===== src/rtl/random_seq_pkg.sv =====
// Shared types and the successor table for the 9-symbol pseudo-random sequence
// 0,1,6,8,9,13,14,11,4 (wrapping back to 0).
package random_seq_pkg;

    localparam int SEQ_LEN = 9;

    typedef enum logic [1:0] {
        HUNT   = 2'd0,
        VERIFY = 2'd1,
        LOCKED = 2'd2
    } state_t;

    typedef struct packed {
        logic       legal;
        logic [3:0] succ;
    } succ_entry_t;

    // Indexed by symbol value; symbols outside the sequence carry legal=0.
    localparam succ_entry_t SUCC_TABLE [16] = '{
        '{1'b1, 4'd1},
        '{1'b1, 4'd6},
        '{1'b0, 4'd0},
        '{1'b0, 4'd0},
        '{1'b1, 4'd0},
        '{1'b0, 4'd0},
        '{1'b1, 4'd8},
        '{1'b0, 4'd0},
        '{1'b1, 4'd9},
        '{1'b1, 4'd13},
        '{1'b0, 4'd0},
        '{1'b1, 4'd4},
        '{1'b0, 4'd0},
        '{1'b1, 4'd14},
        '{1'b1, 4'd11},
        '{1'b0, 4'd0}
    };

    function automatic succ_entry_t succ_lookup(input logic [3:0] sym);
        return SUCC_TABLE[sym];
    endfunction

endpackage


===== src/rtl/random_seq_succ.sv =====
// Combinational successor lookup: symbol in, {legal, successor} out.
module random_seq_succ
    import random_seq_pkg::*;
(
    input  logic [3:0] i_sym,
    output logic       o_legal,
    output logic [3:0] o_succ
);

    succ_entry_t w_entry;

    assign w_entry = succ_lookup(i_sym);
    assign o_legal = w_entry.legal;
    assign o_succ  = w_entry.succ;

endmodule


===== config.mk =====
export PLATFORM = sky130hd
export DESIGN_NAME = random_seq_succ
export DESIGN_NICKNAME = d
export VERILOG_FILES = /design/src/rtl/random_seq_pkg.sv /design/src/rtl/random_seq_succ.sv
export SDC_FILE = /design/constraint.sdc
export NUM_CORES = 1
export LEC_CHECK = 0
export CORE_AREA = 2 2 39 41
export DETAILED_ROUTE_END_ITERATION = 12
export DIE_AREA = 0 0 41 43
export PLACE_DENSITY = 0.42
export RECOVER_POWER = 50
export SLEW_MARGIN = 30
export SYNTH_ARGS = -nofsm -noshare
export SYNTH_HDL_FRONTEND = slang
export SYNTH_SLANG_ARGS = --single-unit

===== constraint.sdc =====
create_clock -name vclk -period 2.22
set_input_delay 0.444 -clock vclk [all_inputs]
set_output_delay 0.444 -clock vclk [all_outputs]
set_load 0.05 [all_outputs]

==> metrics <==
Crit path depth 4; slew margin rel. 79.76%; CP top delay family buffers and inverters; post-synthesis cell type count 12; global placement routability congestion 0.7274; final-layout fill cell count 157; Hold-fix buffers, CTS 0; Total Nets Final 46; 1st-iter DRT viols 0; Hold Crit Depth 5; area delta synth->final 95.92%; Antenna Nets Post-Route 0; Die X 41 um; Synth Area in XOR/XNOR 0%; syn avg cell area 7.997 um2; worst path bufs/invs 2; antenna fix cells 0; top cells by count, synth ha_1 (4), inv_1 (4), nand2b_1 (3); Seq Cell Count 0; total power 102.6 uW; Compound-Gate Fraction of Synth Area 17.69%; largest family of logic cells by synthesized area adder cells; mux contribution to synthesized area 23.13%; worst path cell trace clkdlybuf4s50_1 > a21boi_0 > a31oi_2 > buf_2; # port buffers 9; residual DRC count 0; dpl ws -0.1822 ns; GRT Overall Usage 6.100%; total grt overflow 0; CP Capture Type output pin; Internal 46.36 uW; fin crit share 96.49%; Synth Area in Adders 27.21%; setup_tns 0 ns; drt total wl 522 um; post-DP HPWL 401.1 um; worst endpoint required time 1.78 ns; pwr dens 284.7 nW/um2; vias 200; main area contributors after synthesis ha_1 (27%), mux4_2 (12%), mux2i_1 (11%); RSZ-0062 raised after global routing false; # IOs 9; row count 14; Max VDD drop 0.09017 mV; slowest CP cell clkdlybuf4s50_1; initial antenna violation count 0; layout cells sized above 1 44.44%; outcome finished, final reports clean; first-pass GRT wire length 786 um; Tightest Pin Transition 0.2952 ns; net count after synthesis 31; Routed WL per cell 10.04 um; Fmax achieved 466.8 MHz; Vias/cell 3.846; Yosys top cell area share 27.21%; post-route setup slack 0.07784 ns; clkbuf count 0; post-route minimum period 2.142 ns; largest net degree at the start of global routing 10; vias in the first global route 179; drt first pass iters 1; Net Sw Frac 54.81%; Post-Synth Simple-Gate Area 14.97%; Max Cap Violations 0; register area 0 um2; Hold/Removal Path Class in -> out; Mapped Cells 23; Gate power share 100.0%; Critical Path Max Stage Delay 0.64 ns; die extent in y 43 um; register area share after synthesis 0%; Pins Over Slew Limit 0; Final Hold Fails 0; final setup fails 0; Reg power frac 0%; die area 1763 um2; Ys Warns 0; CORE AREA 1384 um2; Switch Pwr 56.23 uW; final core occ 26.04%; mapped cell area 183.9 um2; Starting Density 13.29%; Clk pwr share 0%; hold path start i_sym[0]; Hold Path End o_succ[2]; crit start category primary input; Crit Path Category in -> out; Synth area leader ha_1; critical path data arrival time 1.70 ns; CP Max Fanout 9; Leak 0.1675 nW
==> final cells by class <==
class                      count  area, um2  area share [%]
inverter                       4      15.01           4.167
timing repair buffer          15      147.6           40.97
tap                           16      20.02           5.556
multi-input combinational     17      177.7           49.31
==> worst min-delay path, delay by kind of cell <==
| family | cells | cell delay (ns) |
|---|---|---|
| buffers and inverters | 3 | 0.55 |
| AOI/OAI and AO/OA | 1 | 0.12 |
| and+or+nand+nor | 1 | 0.07 |
==> power groups by stage <==
stage          combinational (mW)  sequential [mW]  clock (mW)
2_1_floorplan              0.0551                0           0
5_1_grt                     0.109                0           0
3_3_place_gp                0.104                0           0
3_5_place_dp                0.105                0           0
4_1_cts                     0.110                0           0
6_report                    0.103                0           0
==> how the worst max path moves through the flow <==
stage / to / startpoint / slack [ns]
after floorplan: o_succ[3] / i_sym[0] / 0.1
after global placement: o_legal / i_sym[0] / -0.16
after detailed placement: o_legal / i_sym[0] / -0.18
after CTS: o_succ[2] / i_sym[3] / 0.05
after global routing: o_succ[0] / i_sym[3] / 0.01
final: o_succ[0] / i_sym[3] / 0.08
==> cells by family (layout without fill, tap and decap cells) <==
group | Yosys count | after routing
and+or+nand+nor | 5 | 5
muxes | 3 | 3
buffers and inverters | 6 | 19
AOI/OAI and AO/OA | 5 | 5
adders and majority gates | 4 | 4
==> through the flow <==
stage	instance area [um2]	cells	hold WS [ns]
2_1_floorplan	183.9	23	1.310
3_3_place_gp	360.3	52	1.772
3_5_place_dp	360.3	52	1.793
4_1_cts	377.9	52	1.621
5_1_grt	360.3	52	1.671
6_report	360.3	52	1.636
==> per-layer routing <==
| layer | vias to the layer above | share of wire (%) | track usage (%) |
|---|---|---|---|
| li1 | 103 | - | - |
| met1 | 93 | 39 | 8.571 |
| met3 | 0 | 4.8 | 0 |
| met5 | - | 0 | 0 |
| met4 | 0 | 0 | 0 |
| met2 | 4 | 56 | 10.63 |
==> layout by cell type (no fill, tap or decap), types with 2 or more instances in the layout <==
master	n
buf_4	6
inv_1	3
nand2b_1	3
ha_1	3
a21boi_0	2
a31oi_2	2
mux2i_1	2
dlygate4sd2_1	2
clkdlybuf4s50_1	2
buf_12	2
==> timing repair <==
action | CTS | global route
pin swaps | 1 | 0
buffers inserted | 0 | 0
endpoints found under the hold margin | 0 | 0
endpoints found under the setup margin | 4 | 2
gates resized for setup | 6 | 2
(Power assumes the default switching activity.)
